--- src/rtl/mci_pkg.sv ---
// ============================================================================
// Module  : mci_pkg
// Purpose : Shared MCI types and constants: boot sequencer state encoding,
//           MCU reset-request FSM state encoding and the default
//           acknowledge timeout for the reset-request controller.
// Ports   : none (package)
// Revision: 1.0 - initial release
// ============================================================================
`default_nettype none

package mci_pkg;

    // Boot sequencer states as observed by blocks that follow the boot flow.
    typedef enum logic [3:0] {
        BOOT_IDLE                   = 4'd0,
        BOOT_OTP_FC                 = 4'd1,
        BOOT_WAIT_CPTRA_GO          = 4'd2,
        BOOT_WAIT_MCU_RST_REQ       = 4'd3,
        BOOT_RST_MCU                = 4'd4,
        BOOT_WAIT_CPTRA_MCU_RST_REQ = 4'd5,
        BOOT_BREAKPOINT             = 4'd6
    } mci_boot_fsm_state_e;

    // MCU reset-request handshake controller states.
    typedef enum logic [1:0] {
        REQ_IDLE   = 2'd0,
        REQ_ASSERT = 2'd1,
        REQ_IN_RST = 2'd2,
        REQ_DONE   = 2'd3
    } mci_rst_req_fsm_state_e;

    localparam logic [15:0] MCI_RST_REQ_TIMEOUT_DEFAULT = 16'hFFFF;

endpackage

`default_nettype wire

--- src/rtl/mci_mcu_rst_req_ctrl.sv ---
// ============================================================================
// Module  : mci_mcu_rst_req_ctrl
// Purpose : Converts a CSR write pulse into a level MCU reset request for the
//           boot sequencer, follows the MCU through reset and release, and
//           reports completion, dropped requests and acknowledge timeouts.
// Ports   : clk, mci_rst_b            - clock, sync active-low reset
//           rst_req_wr, err_clr       - CSR pulses (request / clear error)
//           boot_fsm, mcu_rst_b       - sequencer state and MCU reset
//           fw_boot_upd_reset,
//           fw_hitless_upd_reset      - sequencer reset-type flags
//           mcu_rst_req               - level request to sequencer
//           rst_req_busy/done/drop    - status (done, drop are 1-cycle pulses)
//           rst_req_err               - sticky acknowledge-timeout flag
//           last_rst_hitless          - type of last acknowledged reset
// Revision: 1.0 - initial release
// ============================================================================
`default_nettype none

module mci_mcu_rst_req_ctrl
    import mci_pkg::*;
#(
    parameter int unsigned           TIMEOUT_W = 16,
    parameter logic [TIMEOUT_W-1:0]  TIMEOUT   = TIMEOUT_W'(MCI_RST_REQ_TIMEOUT_DEFAULT)
) (
    input  logic                clk,
    input  logic                mci_rst_b,
    input  logic                rst_req_wr,
    input  logic                err_clr,
    input  mci_boot_fsm_state_e boot_fsm,
    input  logic                mcu_rst_b,
    input  logic                fw_boot_upd_reset,
    input  logic                fw_hitless_upd_reset,
    output logic                mcu_rst_req,
    output logic                rst_req_busy,
    output logic                rst_req_done,
    output logic                rst_req_drop,
    output logic                rst_req_err,
    output logic                last_rst_hitless
);

    localparam logic [TIMEOUT_W-1:0] c_timeout_last = TIMEOUT - TIMEOUT_W'(1);

    mci_rst_req_fsm_state_e r_state;
    mci_rst_req_fsm_state_e w_state_nxt;
    logic [TIMEOUT_W-1:0]   r_cnt;
    logic                   w_ack;
    logic                   w_timeout;
    logic                   w_err_set;
    logic                   w_drop_set;
    logic                   r_req;
    logic                   r_busy;
    logic                   r_done;
    logic                   r_drop;
    logic                   r_err;
    logic                   r_hitless;

    // The hitless flag alone identifies the reset type; the FW-boot flag is
    // its complement and carries no extra information here.
    logic                   w_unused;
    assign w_unused = fw_boot_upd_reset;

    // Counter value TIMEOUT-1 is the last ASSERT cycle, so the request is
    // visible for exactly TIMEOUT cycles before the error is raised.
    assign w_timeout  = (TIMEOUT != '0) && (r_cnt == c_timeout_last);
    assign w_drop_set = rst_req_wr && (r_state != REQ_IDLE);

    always_comb begin
        w_state_nxt = r_state;
        w_ack       = 1'b0;
        w_err_set   = 1'b0;
        case (r_state)
            REQ_IDLE: begin
                if (rst_req_wr) begin
                    w_state_nxt = REQ_ASSERT;
                end
            end
            REQ_ASSERT: begin
                // Acknowledge has priority over a coincident timeout.
                if (boot_fsm == BOOT_RST_MCU) begin
                    w_state_nxt = REQ_IN_RST;
                    w_ack       = 1'b1;
                end else if (w_timeout) begin
                    w_state_nxt = REQ_IDLE;
                    w_err_set   = 1'b1;
                end
            end
            REQ_IN_RST: begin
                if ((boot_fsm != BOOT_RST_MCU) && mcu_rst_b) begin
                    w_state_nxt = REQ_DONE;
                end
            end
            REQ_DONE: begin
                w_state_nxt = REQ_IDLE;
            end
            default: begin
                w_state_nxt = REQ_IDLE;
            end
        endcase
    end

    // Outputs are registered from the next state so they align with r_state.
    always_ff @(posedge clk) begin
        if (!mci_rst_b) begin
            r_state   <= REQ_IDLE;
            r_cnt     <= '0;
            r_req     <= 1'b0;
            r_busy    <= 1'b0;
            r_done    <= 1'b0;
            r_drop    <= 1'b0;
            r_err     <= 1'b0;
            r_hitless <= 1'b0;
        end else begin
            r_state <= w_state_nxt;
            r_req   <= (w_state_nxt == REQ_ASSERT);
            r_busy  <= (w_state_nxt != REQ_IDLE);
            r_done  <= (w_state_nxt == REQ_DONE);
            r_drop  <= w_drop_set;

            if (r_state == REQ_IDLE) begin
                r_cnt <= '0;
            end else if ((r_state == REQ_ASSERT) && (r_cnt != '1)) begin
                r_cnt <= r_cnt + TIMEOUT_W'(1);
            end

            // A new error outranks a coincident clear.
            if (w_err_set) begin
                r_err <= 1'b1;
            end else if (err_clr) begin
                r_err <= 1'b0;
            end

            if (w_ack) begin
                r_hitless <= fw_hitless_upd_reset;
            end
        end
    end

    assign mcu_rst_req      = r_req;
    assign rst_req_busy     = r_busy;
    assign rst_req_done     = r_done;
    assign rst_req_drop     = r_drop;
    assign rst_req_err      = r_err;
    assign last_rst_hitless = r_hitless;

endmodule

`default_nettype wire
--- config.mk ---
export PLATFORM = sky130hd
export DESIGN_NAME = mci_mcu_rst_req_ctrl
export DESIGN_NICKNAME = d
export VERILOG_FILES = /design/src/rtl/mci_pkg.sv /design/src/rtl/mci_mcu_rst_req_ctrl.sv
export SDC_FILE = /design/constraint.sdc
export NUM_CORES = 1
export LEC_CHECK = 0
export CORE_MARGIN = 2
export CORE_UTILIZATION = 40
export CTS_CLUSTER_SIZE = 16
export DETAILED_ROUTE_END_ITERATION = 7
export PLACE_DENSITY = 0.73
export SETUP_SLACK_MARGIN = 0.15
export SYNTH_ARGS = -nofsm -noshare
export SYNTH_HDL_FRONTEND = slang
export SYNTH_SLANG_ARGS = --single-unit
--- constraint.sdc ---
create_clock -name clk -period 2.9 [get_ports clk]
set_input_delay 0.58 -clock clk [delete_from_list [all_inputs] [get_ports clk]]
set_output_delay 0.58 -clock clk [all_outputs]
set_load 0.01 [all_outputs]
==> results.yml <==
logic_synthesis:
  syn_inst: 141
  ys_types: 40
  seq_area_frac_synth_pct: 38.95
  netlist_area_um2: 1234
  synth-seq-cells: 24
  ys_warn_count: 0
  synth_area_per_cell_um2: 8.750
  syn_nets: 154
timing:
  fin_crit_ns: 2.054
  rsz0062_at_grt: "no"
  slew-limit-headroom_pct: 42.25
  final_hold_viol_count: 0
  period_share_pct: 70.83
  max_freq_mhz: 486.9
  finClkSkew_ns: 0.01167
  finalSetupViolations: 0
  final_max_slew_viol_count: 0
  setup_tns_ns: 0
  worstMarginPinSlew_ns: 0.8572
cts:
  cts_num_sinks: 24
  htreeDepth: 1
  numCtsBuffers: 3
  cts.clk_slew.worst_paths_ns: 0.13
  insertion_delay_ns: 0.31
  cts_tree: "built"
  cts_root_buffer: "clkbuf_4"
  ctsResizeCount: 0
  postCtsHoldBufs: 0
  clk_path_buf_depth: 2
  postCtsSetupBuffers: 0
routing:
  remaining_drc_errors: 0
  vias: 1111
  drtIter0Drc: 38
  vias_per_cell: 5.878
  antenna_left: 0
  drt-total-wl_um: 2607
  wire_per_inst_um: 13.79
  firstDrtPassIters: 4
setup_path:
  cp.arrival_ns: 2.30
  reg2reg_setup_slack_ns: 0.85
  critical_path_peak_fanout: 8
  ff2ff_path_depth: 4
  r2r-end: "r_cnt[14]"
  critPathSlowestCell: "nor2b_1"
  max_stage_delay_ns: 0.59
  crit_required_ns: 3.15
  crit_chain: "nor2b_1, nand4_4, or4_1, a21oi_1"
  crit_start: "r_state[0]"
  end_kind: "flip-flop"
  r2r_start: "r_state[0]"
  critPathLaunchType: "flip-flop"
  crit_type: "reg -> reg"
grt:
  grt_busiest_layer: "met2"
  grt_pass1_wl_um: 4602
  grt_overflow_total: 0
  met1_usage_pct: 20.80
  first_global_vias: 1090
  grt.total_usage_pct: 16.69
  grt.met3_usage_pct: 1.965
  grt_max_degree: 17
  antenna_found_initial: 0
  grt_use_met2_pct: 28.41
finish:
  antennaDiodeCount: 0
  final_common_cell: "dfxtp_1"
  drive_gt1_share_pct: 7.692
  mostFrequentLayoutCells: "24 x dfxtp_1, 20 x nand2_1, 15 x clkdlybuf4s50_1, 14 x a21oi_1, 6 x o21ai_0"
  nets: 171
  area_delta_synth_final_pct: 16.13
flow_run:
  drv_cap: 0
pwr:
  power.total_uw: 579.5
  p_leak_uw: 0.0004829
  power_frac_comb_pct: 15.0
  p_int_uw: 432.1
  powerDensity_nw_per_um2: 404.5
  p_sw_uw: 147.4
  max-vdd-ir-drop_v: 0.0001358
  power_frac_seq_pct: 60.3
  clkPwrFrac_pct: 24.7
  switching_share_pct: 25.44
die:
  num_rows: 20
  die_x_um: 59.54
  io_pins: 17
  dieHeight_um: 59.54
  start_util_pct: 41.08
  core_um2: 3003
  design.die.area_um2: 3544
outcome:
  status: "finished clean"
worst_hold_path:
  hp-start: "last_rst_hitless"
  hold_depth: 2
  worstHoldEndpoint: "last_rst_hitless"
  hp-class: "reg -> reg"
placement:
  port_buffers: 15
  gp_congestion: 0.8532
  dp_hpwl_um: 1988
[cell usage after synthesis]
cell type,instances,area [um^2]
o31a_1,1,8.760
and3_2,1,7.510
nand4_1,4,25.02
a2111o_1,1,11.26
clkbuf_1,2,7.510
or4_1,4,30.03
a211o_1,2,17.52
nor4_4,1,21.27
ha_1,2,25.02
a211oi_1,3,22.52
o21ai_0,6,30.03
o311ai_0,1,8.760
nand3b_1,1,7.510
nor3_1,3,15.01
o31ai_1,5,37.54
nand2b_1,5,31.28
or4b_2,1,10.01
and2_1,2,12.51
or3_1,3,18.77
a21o_1,1,7.510
nand3_2,1,10.01
nand2_1,20,75.07
nor2b_1,1,6.260
a21bo_2,1,10.01
and4b_1,1,10.01
nand3_1,5,25.02
o41ai_1,2,17.52
dfxtp_1,24,480.5
mux2i_1,4,40.04
nor4_1,1,6.260
o21a_1,2,15.01
inv_1,4,15.01
a21oi_1,14,70.07
nand4_4,1,21.27
a2111oi_0,1,8.760
nor2_1,3,11.26
and3_1,2,12.51
nor4b_1,1,8.760
buf_4,3,22.52
nand4_2,1,12.51
[layout make-up]
type | count | area, um^2
clock buffers | 3 | 22.52
flip-flops and latches | 24 | 480.5
well taps | 33 | 41.29
repair buffers | 17 | 165.2
multi-input cells | 108 | 708.2
inverters | 4 | 15.01
fillers | 287 | 1570
[power groups by stage]
| stage | combinational, uW | sequential, uW | clock [uW] |
|---|---|---|---|
| after floorplan | 49.2 | 357 | 0 |
| after global placement | 84.2 | 356 | 0 |
| after detailed placement | 86.9 | 356 | 0 |
| after CTS | 87.1 | 349 | 147 |
| after global routing | 95.4 | 351 | 167 |
| final | 86.9 | 349 | 143 |
[logic make-up (layout without fill, tap and decap cells)]
group / count (synthesis) / in the layout / share of synthesized area, %
AO/OA/AOI/OAI: 40 / 40 / 21.50
adder cells (fa/ha/maj): 2 / 2 / 2.028
buffers and inverters: 9 / 24 / 3.651
flip-flops: 24 / 24 / 38.95
multiplexers: 4 / 4 / 3.246
AND/OR/NAND/NOR: 62 / 62 / 30.63
[critical path: cells and delay by family, from the launching register on]
| kind | cells | cell delay, ns |
|---|---|---|
| compound gates | 1 | 0.14 |
| flops | 1 | 0.46 |
| simple gates | 3 | 1.39 |
[sequential cells by signal, indices dropped and copies added, names as in the netlist]
| register | count |
|---|---|
| r_cnt | 16 |
| r_state | 2 |
| last_rst_hitless | 1 |
| mcu_rst_req | 1 |
| rst_req_busy | 1 |
| rst_req_done | 1 |
| rst_req_drop | 1 |
| rst_req_err | 1 |
[per-stage QoR]
| stage | hold slack [ns] | instances | setup slack, ns | utilization [%] | instance area [um^2] |
|---|---|---|---|---|---|
| floorplan | 0.4429 | 141 | 1.215 | - | 1234 |
| global route | 0.4996 | 189 | 0.6779 | 47.71 | 1433 |
| CTS | 0.4785 | 189 | 0.8628 | 47.71 | 1433 |
| finish | 0.4717 | 189 | 0.8460 | 47.71 | 1433 |
| global placement | 0.4502 | 186 | 0.7418 | 46.96 | 1410 |
| detailed placement | 0.4617 | 186 | 0.7205 | 46.96 | 1410 |
[layer usage]
metal / routed length [um] / part of all wire, %
met1: 1217 / 47
met2: 1328 / 51
met5: 0 / 0
met4: 26 / 1.0
met3: 35 / 1.3
[how the worst max path moves through the flow]
stage              endpoint  slack (ns)  cells after the start
4_1_cts           r_cnt[14]        0.86                      4
5_1_grt           r_cnt[14]        0.68                      4
6_report          r_cnt[14]        0.85                      4
3_3_place_gp   rst_req_busy        0.74                      5
2_1_floorplan  rst_req_busy        1.21                      4
3_5_place_dp   rst_req_busy        0.72                      5
Note: power is estimated with default switching activity, not from simulation.
